[src/rtl/fetch_stage.sv]
// rtl/fetch_stage.sv - instruction fetch stage with IF/ID register, stall/branch/flush and HALT control
module fetch_stage #(
    parameter int                     PC_WIDTH    = 8,
    parameter logic [PC_WIDTH-1:0]    RESET_PC    = '0,
    parameter logic [15:0]            NOP_INSTR   = 16'h0000,
    parameter logic [3:0]             HALT_OPCODE = 4'hF
) (
    input  logic                i_clk,
    input  logic                i_rst,
    input  logic                i_stall,
    input  logic                i_branch,
    input  logic                i_flush,
    input  logic [PC_WIDTH-1:0] i_branch_target,
    input  logic                i_resume,
    output logic [PC_WIDTH-1:0] o_imem_addr,
    input  logic [15:0]         i_imem_data,
    output logic [15:0]         o_instrD,
    output logic [3:0]          o_opcodeD,
    output logic [PC_WIDTH-1:0] o_pcD,
    output logic                o_validD,
    output logic                o_halted
);

    typedef enum logic {
        ST_RUN    = 1'b0,
        ST_HALTED = 1'b1
    } state_t;

    state_t              r_state;
    logic [PC_WIDTH-1:0] r_pc;
    logic [15:0]         r_instr;
    logic [PC_WIDTH-1:0] r_pcD;
    logic                r_valid;
    logic                r_halted;

    logic [PC_WIDTH-1:0] w_pc_inc;
    logic                w_halt_detect;

    // Wraps modulo 2^PC_WIDTH by construction.
    assign w_pc_inc      = r_pc + {{(PC_WIDTH-1){1'b0}}, 1'b1};
    assign w_halt_detect = r_valid && (r_instr[15:12] == HALT_OPCODE);

    always_ff @(posedge i_clk or posedge i_rst) begin
        if (i_rst) begin
            r_state  <= ST_RUN;
            r_pc     <= RESET_PC;
            r_instr  <= NOP_INSTR;
            r_pcD    <= '0;
            r_valid  <= 1'b0;
            r_halted <= 1'b0;
        end else if (r_state == ST_RUN) begin
            if (i_stall) begin
                r_pc    <= r_pc;
                r_instr <= r_instr;
                r_valid <= r_valid;
            end else if (i_branch) begin
                r_pc    <= i_branch_target;
                r_instr <= NOP_INSTR;
                r_valid <= 1'b0;
            end else if (i_flush) begin
                r_pc    <= w_pc_inc;
                r_instr <= NOP_INSTR;
                r_valid <= 1'b0;
            end else if (w_halt_detect) begin
                // HALT has now been seen by decode once; freeze PC on the following word.
                r_state  <= ST_HALTED;
                r_halted <= 1'b1;
                r_instr  <= NOP_INSTR;
                r_valid  <= 1'b0;
            end else begin
                r_instr <= i_imem_data;
                r_pcD   <= r_pc;
                r_valid <= 1'b1;
                r_pc    <= w_pc_inc;
            end
        end else begin
            r_instr <= NOP_INSTR;
            r_valid <= 1'b0;
            if (i_resume) begin
                r_state  <= ST_RUN;
                r_halted <= 1'b0;
            end
        end
    end

    assign o_imem_addr = r_pc;
    assign o_instrD    = r_instr;
    assign o_opcodeD   = r_instr[15:12];
    assign o_pcD       = r_pcD;
    assign o_validD    = r_valid;
    assign o_halted    = r_halted;

endmodule

[config.mk]
export PLATFORM = sky130hd
export DESIGN_NAME = fetch_stage
export DESIGN_NICKNAME = d
export VERILOG_FILES = /design/src/rtl/fetch_stage.sv
export SDC_FILE = /design/constraint.sdc
export NUM_CORES = 1
export LEC_CHECK = 0
export CAP_MARGIN = 5
export CELL_PAD_IN_SITES_DETAIL_PLACEMENT = 0
export CELL_PAD_IN_SITES_GLOBAL_PLACEMENT = 1
export CORE_MARGIN = 3
export CORE_UTILIZATION = 34
export DETAILED_ROUTE_END_ITERATION = 8
export PLACE_DENSITY = 0.95
export SYNTH_ARGS = -nofsm -noshare
export SYNTH_HDL_FRONTEND = slang
export SYNTH_SLANG_ARGS = --single-unit
[constraint.sdc]
create_clock -name i_clk -period 4.6 [get_ports i_clk]
set_clock_uncertainty 0.05 [all_clocks]
set_input_delay 1.38 -clock i_clk [delete_from_list [all_inputs] [get_ports i_clk]]
set_output_delay 1.38 -clock i_clk [all_outputs]
set_load 0.01 [all_outputs]
* Word level (Yosys, flattened, before mapping)
Cells that the tools add are included.
** Operators by class
- Add/subtract/negate cells :: 1
- $mul :: 0
- Div/mod/pow operators :: 0
- Magnitude comparators :: 0
- Equality and inequality tests :: 6
- Shift-type cells :: 0
- Muxes and demuxes :: 25
- Bitwise logic cells :: 5
- Reductions and logical operators :: 5
** Operators with widths (count)
- two-way mux 16 bit :: 5
- two-way mux 8 bit :: 3
- two-way mux 1 bit :: 17
- AND reduction 5 bit :: 2
- adder 8 x 1 -> 8 bit, second input constant :: 1
- inequality test 2 x 1 -> 1 bit, second input constant :: 3
- NOT 1 bit :: 5
- == test 4 bit, second input constant :: 1
- inequality test 3 bit, second input constant :: 1
- AND reduction 3 bit :: 1
- inequality test 2 bit, second input constant :: 1
- nonzero test 2 bit :: 1
- logical AND 1 bit :: 1
** Word-level totals
- Flip-flop bits (word level) :: 35
- Latch bits :: 0
- RAM bits :: 0
- Memory bits (read-only) :: 0
- Input bits :: 30
- Output and inout port bits :: 38
- Memories kept :: 0

* Longest topological paths before layout
Gate-level depths: netlist of run 1.
- Word-level depth :: 7
- Mapped depth :: 6

* Worst setup path after synthesis of run 1
OpenSTA, ideal clock, no wires.
- Kind :: input-to-reg
- Start point :: in i_branch
- End point :: reg r_pcD[2] (netlist: o_pcD[2])
- Library setup time :: 128 ps
- Arrival time :: 2564 ps
- Required time :: 4422 ps
- Path slack :: 1858 ps
- Stages on the path :: 5
- Path buffers :: 2
- Path through :: buf_6 > or2_4 > nor4_4 > buf_6 > mux2_1
** Between the ends
- Longest elaborated chain between the ends :: 2
** Ends and longest elaborated chain
- start: declaration :: RTL line 11 : input logic i_branch,
- NOT 1 bit (no line)
- AND reduction 5 bit (no line)
- end signal: assignment :: RTL line 72 : r_pcD <= r_pc;
- end: declaration :: RTL line 32 : logic [PC_WIDTH-1:0] r_pcD;
No other way between the ends.
A chain may end at the register's enable or synchronous reset.

* Final worst setup path of run 1
- Start point :: in i_branch
- End point :: reg r_pc[2] (netlist: o_imem_addr[2])
** Between the ends
- Longest elaborated chain between the ends :: 2
** Ends and longest elaborated chain
- inequality test 3 bit (no line)
- AND reduction 3 bit (no line)
- end signal: assignment :: RTL line 53 : r_pc <= r_pc;
- end signal: assignment :: RTL line 57 : r_pc <= i_branch_target;
- end signal: assignment :: RTL line 61 : r_pc <= w_pc_inc;
- end: declaration :: RTL line 30 : logic [PC_WIDTH-1:0] r_pc;
Parallel ways exist; a longest one is shown, timed or not.

==> impl_results.md, run 1 <==
* Placeable Area at 4200 um2
* Layout area overhead at 50.4%
* CTS tree: built
* Synth unique cells at 34
* TritonRoute pass-1 iters at 4
* Power Dens Cells at 344 nW/um2
* Fraction of layout cells with a size suffix above 1 at 10.1%
* Yosys top cell area share at 56.5%
* Unrepaired setup endpoints after global routing: false
* Crit. End Element: flip-flop
* Cell count after placement at between 200 and 250
* GR Overflow Total at 0
* Setup TNS at 0 ns
* Number of port buffers at between 60 and 70
* Relative slew slack at 48.8%
* Critical Path Source Type: input pin
* Avg Cell Area, Syn at approximately 12 um2
* DRT antenna net count at 0
* DRT Wirelength at 3920 um
* Hold WC Path Type: reg2reg
* R2r endpoint: o_imem_addr[2]
* Outcome: finished, final reports clean
* Total CTS buffers at 5
* Die ar. at 5410 um2
* Post-CTS Resized at 0
* Placer Congestion at 0.745
* WP data required at 4.75 ns
* Critical Path AT at 3.21 ns
* First-pass GRT wire length at between 6000 and 7000 um
* Achievable Freq at 327 MHz
* R2r worst-path depth at 4
* R2R Setup Slk at 2.88 ns
* Hold buffers post-CTS at 0
* Largest net degree at the start of global routing at 36
* WL/cell at 15.8 um
* Clock tree buffer depth at 2
* Crit Reg-Reg Startpoint: o_instrD[12]
* Synthesized area at 1550 um2
* Die height at 73.6 um
* Hold endpoint: o_pcD[0]
* Inserted Diodes at 0
* Antenna violations before repair at 0
* Clock H-tree levels at 2
* Fillers at ~360
* Leakage at 0.000995 uW
* Post-CTS setup buffer count at 0
* Largest area contributor in the netlist: dfrtp_1
* DR vias at around 1.3k
* Syn Nets at 161
* Post-route setup slack at 1.54 ns
* Yosys warns at 0
* Final hold violation count at 0
* Die width at between 70 and 80 um
* Hold Crit Start: o_pcD[0]
* Worst-margin pin slew at 0.764 ns
* Root Buffer: clkbuf_8
* Initial Util at 36.9%
* Clock latency on the worst-skew pair at between 0.2 and 0.3 ns
* GR Util All Layers at 15.4%
* Slew Limit Fails at 0
* Post-Syn Instances at between 100 and 150
* Max Cap Viol at 0
* Rows at 23
* Vias/cell at 5.13
* Clk slew on worst S/H paths at 0.07 ns
* Post-synthesis register bit count at 35
* Sequential area share after synthesis at 56.5%
* Period utilization at 66.5%
* Top Ports at 68
* Hold path depth at 1
* Final setup fails at 0
* Setup WS pre-CTS at 1.23 ns
* Clock sink count at 35
* Final cell count without fillers at about 250
* Tmin final at 3.06 ns
* CP Max Fanout at 18
* Fin nets at 229
* Number of global-route vias before repair at about 1.3k
* DP HPWL at 2900 um
* Remaining DRCs at 0
* Synth top area cells: dfrtp_1, a22o_1, mux2_2
* Worst vdd ir at 0.217 mV
* WS Path Type: in2reg
* First DRT Iteration DRCs at 75
-- power by group --
group	internal, uW	switching, uW
Combinational	126	76.0
Clock	117	102
Sequential	347	34.0
Total	590	212
-- final cells by class --
class,count,area [um2],share of cell area (%)
clock inverters,1,5.00,0.214
inverters,3,11.3,0.483
well taps,50,62.6,2.68
repair buffers,72,708,30.3
multi-input cells,81,588,25.2
clock buffers,6,82.6,3.54
flip-flops and latches,35,876,37.5
-- cell usage in the layout (no fill, tap or decap), types with 2 or more instances in the layout --
cell type / instances
dfrtp_1: 35
clkdlybuf4s50_1: 67
nor2_1: 7
buf_4: 5
nand2_1: 5
clkbuf_8: 6
a22o_1: 16
mux2i_1: 3
mux2_1: 3
inv_1: 3
mux2_2: 5
a21oi_1: 6
and3_1: 2
o21ai_0: 10
nand3_1: 6
-- through the flow --
stage | area, um2 | utilization, % | hold WS [ns] | power, uW
2_1_floorplan | 1550 | - | 0.479 | 464
3_3_place_gp | 2250 | 53.5 | 0.418 | 587
3_5_place_dp | 2250 | 53.5 | 0.424 | 590
4_1_cts | 2330 | 55.5 | 0.440 | 812
5_1_grt | 2330 | 55.5 | 0.450 | 845
6_report | 2330 | 55.5 | 0.435 | 802
-- logic make-up (layout without fill, tap and decap cells) --
group | after synthesis | count (layout) | synth area share, %
compound gates | 41 | 41 | 19.0
simple gates | 28 | 28 | 10.3
flops | 35 | 35 | 56.5
buf+inv | 14 | 82 | 5.64
fa+ha+maj | 1 | 1 | 0.806
mux | 11 | 11 | 7.74
-- per-layer routing --
layer | share of wire, % | routed length, um | up-vias | track usage (%)
met5 | 0 | 0 | - | 0
met4 | 1.3 | 50 | 0 | 5.43
met3 | 4.2 | 166 | 4 | 3.42
met2 | 51 | 1990 | 30 | 25.1
met1 | 44 | 1710 | 628 | 20.0
li1 | - | - | 610 | -
-- worst max-delay path: stages --
cell and delay (ns):
clkdlybuf4s50_1 0.39, buf_4 0.19, or2_4 0.29, o31ai_2 0.63
o21ai_0 0.20, o21ai_0 0.12
-- how the worst max path moves through the flow --
stage	cells past startpoint	slack, ns	from	to
4_1_cts	6	1.55	i_branch	o_imem_addr[2]
3_3_place_gp	6	1.28	i_branch	o_imem_addr[7]
6_report	6	1.54	i_branch	o_imem_addr[2]
2_1_floorplan	5	1.86	i_branch	o_pcD[2]
3_5_place_dp	6	1.23	i_branch	o_imem_addr[7]
5_1_grt	6	1.38	i_branch	o_imem_addr[3]
-- registers in the layout (all words and copies together), names as in the netlist --
signal       flops
o_halted         1
o_pcD            8
o_imem_addr      8
o_validD         1
r_state          1
o_instrD        16
-- Yosys cell counts --
library cell / count
o21ai_0: 10
nor4_4: 1
buf_6: 2
buf_4: 5
nor2b_1: 1
mux2i_1: 3
or4_1: 1
and2_1: 1
o22ai_1: 1
dfrtp_1: 35
o2bb2ai_1: 1
o31a_1: 1
nand3_1: 6
nand2_1: 5
nor4b_1: 1
or2_4: 1
mux2_1: 3
nor2_1: 7
a22oi_1: 1
nor4_1: 1
mux2_2: 5
ha_1: 1
o31ai_2: 1
clkbuf_1: 3
a31oi_1: 1
a21o_1: 1
a2bb2oi_1: 1
a32oi_1: 1
buf_2: 1
and3_1: 2
nor3b_1: 1
a21oi_1: 6
inv_1: 3
a22o_1: 16
No activity file was read; power rests on OpenSTA's default activity.
==> inputs of run 2 (changes only) <==
- CORE_UTILIZATION: 34 -> 28
- PLACE_DENSITY: 0.95 -> 0.87
- clock period: 4.6 -> 2.72 ns (I/O delays scaled with it)
==> run 2 against run 1 <==
Setup slack got worse by 1.1 ns. Worst hold slack improved by 0.0050 ns. Sequential share of layout area fell by 0.94 points. Die area rose by 20%. Count of clock-buffer cells in the layout rose by 2. Cell count rose by 9.7%. Sequential power rose by 70%. First-iteration DRC count rose by 4.0%. Routed wire length rose by 2.5%. Critical path type is now reg2out. Critical path depth fell by 5.
==> impl_results.md, run 2 (synthesized netlist as in run 1, its figures left out) <==
* Outcome: finished, final reports clean
* Commonest non-fill, non-tap cell in the layout: clkdlybuf4s50_1
* Number of port buffers at 67
* First-pass GRT wire length at 6510 um
* Slew Limit Fails at 0
* Critical Path AT at 1.41 ns
* Sequential Power Share at 45.9%
* Number of global-route vias before repair at approximately 1.3k
* Fin nets at approximately 230
* Total CTS buffers at 5
* Initial Util at 29.6%
* Register area at roughly 900 um2
* Layout area overhead at 54.3%
* WL/cell at 14.8 um
* Antenna violations before repair at 0
* Placed inst area at 2290 um2
* Die height at 80.4 um
* Unrepaired setup endpoints after global routing: false
* Setup WS pre-CTS at 0.291 ns
* DRT antenna net count at 0
* Largest net degree at the start of global routing at 36
* Period utilization at 83.8%
* Clock H-tree levels at 2
* Setup TNS at 0 ns
* Tmin final at 2.28 ns
* Gate power share at about a quarter
* TritonRoute pass-1 iters at 5
* Area of the multi-input gates at 588 um2
* GR Util All Layers at 13.1%
* Post-CTS Resized at 0
* Power Dens Cells at 588 nW/um2
* Rows at 26
* DR vias at 1295
* Fillers at 500
* GR Overflow Total at 0
* Max Cap Viol at 0
* Crit. End Element: primary output
* First DRT Iteration DRCs at between 70 and 80
* Net Switching at 375 uW
* Post-route setup slack at 0.441 ns
* Critical Path Source Type: flip-flop
* Hold WC Path Type: reg2reg
* Clock tree buffer depth at 2
* Worst path top cell family by delay: buffers and inverters
* CP Max Fanout at 9
* DP HPWL at around 2900 um
* Vias/cell at approximately 4.8
* CTS tree: built
* Top Ports at between 60 and 70
* Clock power share at 29.7%
* Int Power at 1030 uW
* Placer Congestion at approximately 0.75
* Die width at between 80 and 90 um
* Final hold violation count at 0
* DRT Wirelength at 4010 um
* Hold buffers post-CTS at 0
* Clock latency on the worst-skew pair at 0.28 ns
* Most frequent cells in the layout: clkdlybuf4s50_1, dfrtp_1, a22o_1
* Worst vdd ir at 0.232 mV
* Hold path depth at 1
* Achievable Freq at 439 MHz
* Relative slew slack at between 70% and 80%
* Final cell count without fillers at 272
* R2r worst-path depth at 6
* Clk slew on worst S/H paths at 0.07 ns
* Die ar. at 6470 um2
* Final instance area at around 2400 um2
* Worst path cell trace: clkdlybuf4s50_1
* CP Depth at 1
* Leakage at 0.00101 uW
* Worst-margin pin slew at 0.446 ns
* WP data required at 1.85 ns
* Placeable Area at 5240 um2
* Fraction of layout cells with a size suffix above 1 at 11.4%
* Sw Ratio at 26.7%
* Root Buffer: clkbuf_8
* Max reg flops at 16
* Final setup fails at 0
* Slowest cell on the critical path: clkdlybuf4s50_1
* Inserted Diodes at 0
* WS Path Type: reg2out
* Buf/Inv on CP at 1
* Post-CTS setup buffer count at 0
* Remaining DRCs at 0
* Cell count after placement at approximately 260
* Clock sink count at 35
* Crit-path max cell delay at 0.60 ns
-- run 2: cell count changes in the layout (fill, tap and decap cells not counted), sizes merged --
cell and delta:
buf +3, clkbuf +2, clkinv -1
-- run 2: through the flow --
stage | hold slack [ns] | utilization (%) | power (uW)
finish | 0.440 | 45.7 | 1410
global route | 0.473 | 45.7 | 1490
CTS | 0.446 | 45.7 | 1430
detailed placement | 0.429 | 43.8 | 1000
global placement | 0.431 | 43.8 | 1000
floorplan | 0.479 | - | 785
-- run 2: final cells by class --
type                            count  area share, %
Multi-Input combinational cell     81           24.6
Clock buffer                        8           4.18
Timing Repair Buffer               75           30.5
Inverter                            3          0.470
Sequential cell                    35           36.6
Tap cell                           70           3.66
-- run 2: power by group through the flow --
stage	logic [uW]	clock network, uW	registers (uW)
2_1_floorplan	111	0	674
4_1_cts	350	435	647
5_1_grt	374	454	659
3_5_place_dp	349	0	656
6_report	344	418	647
3_3_place_gp	343	0	657
-- run 2: worst paths after layout --
check / startpoint / end / slack [ns]
hold / removal: o_pcD[1] / o_pcD[1] / 0.44
min in group asynchronous: i_rst / o_instrD[10] / 0.87
setup / recovery: o_imem_addr[3] / o_imem_addr[3] / 0.44
setup reg to reg: o_instrD[12] / o_instrD[3] / 1.06
hold reg to reg: o_pcD[1] / o_pcD[1] / 0.44
max in group asynchronous: i_rst / o_imem_addr[0] / 1.43
-- run 2: routing by layer --
layer | routed length [um] | vias to the layer above | track usage, %
met1 | 1880 | 625 | 18.2
met4 | 27 | 0 | 4.56
met2 | 1810 | 42 | 19.0
met3 | 294 | 4 | 4.26
li1 | - | 624 | -
met5 | 0 | - | 0
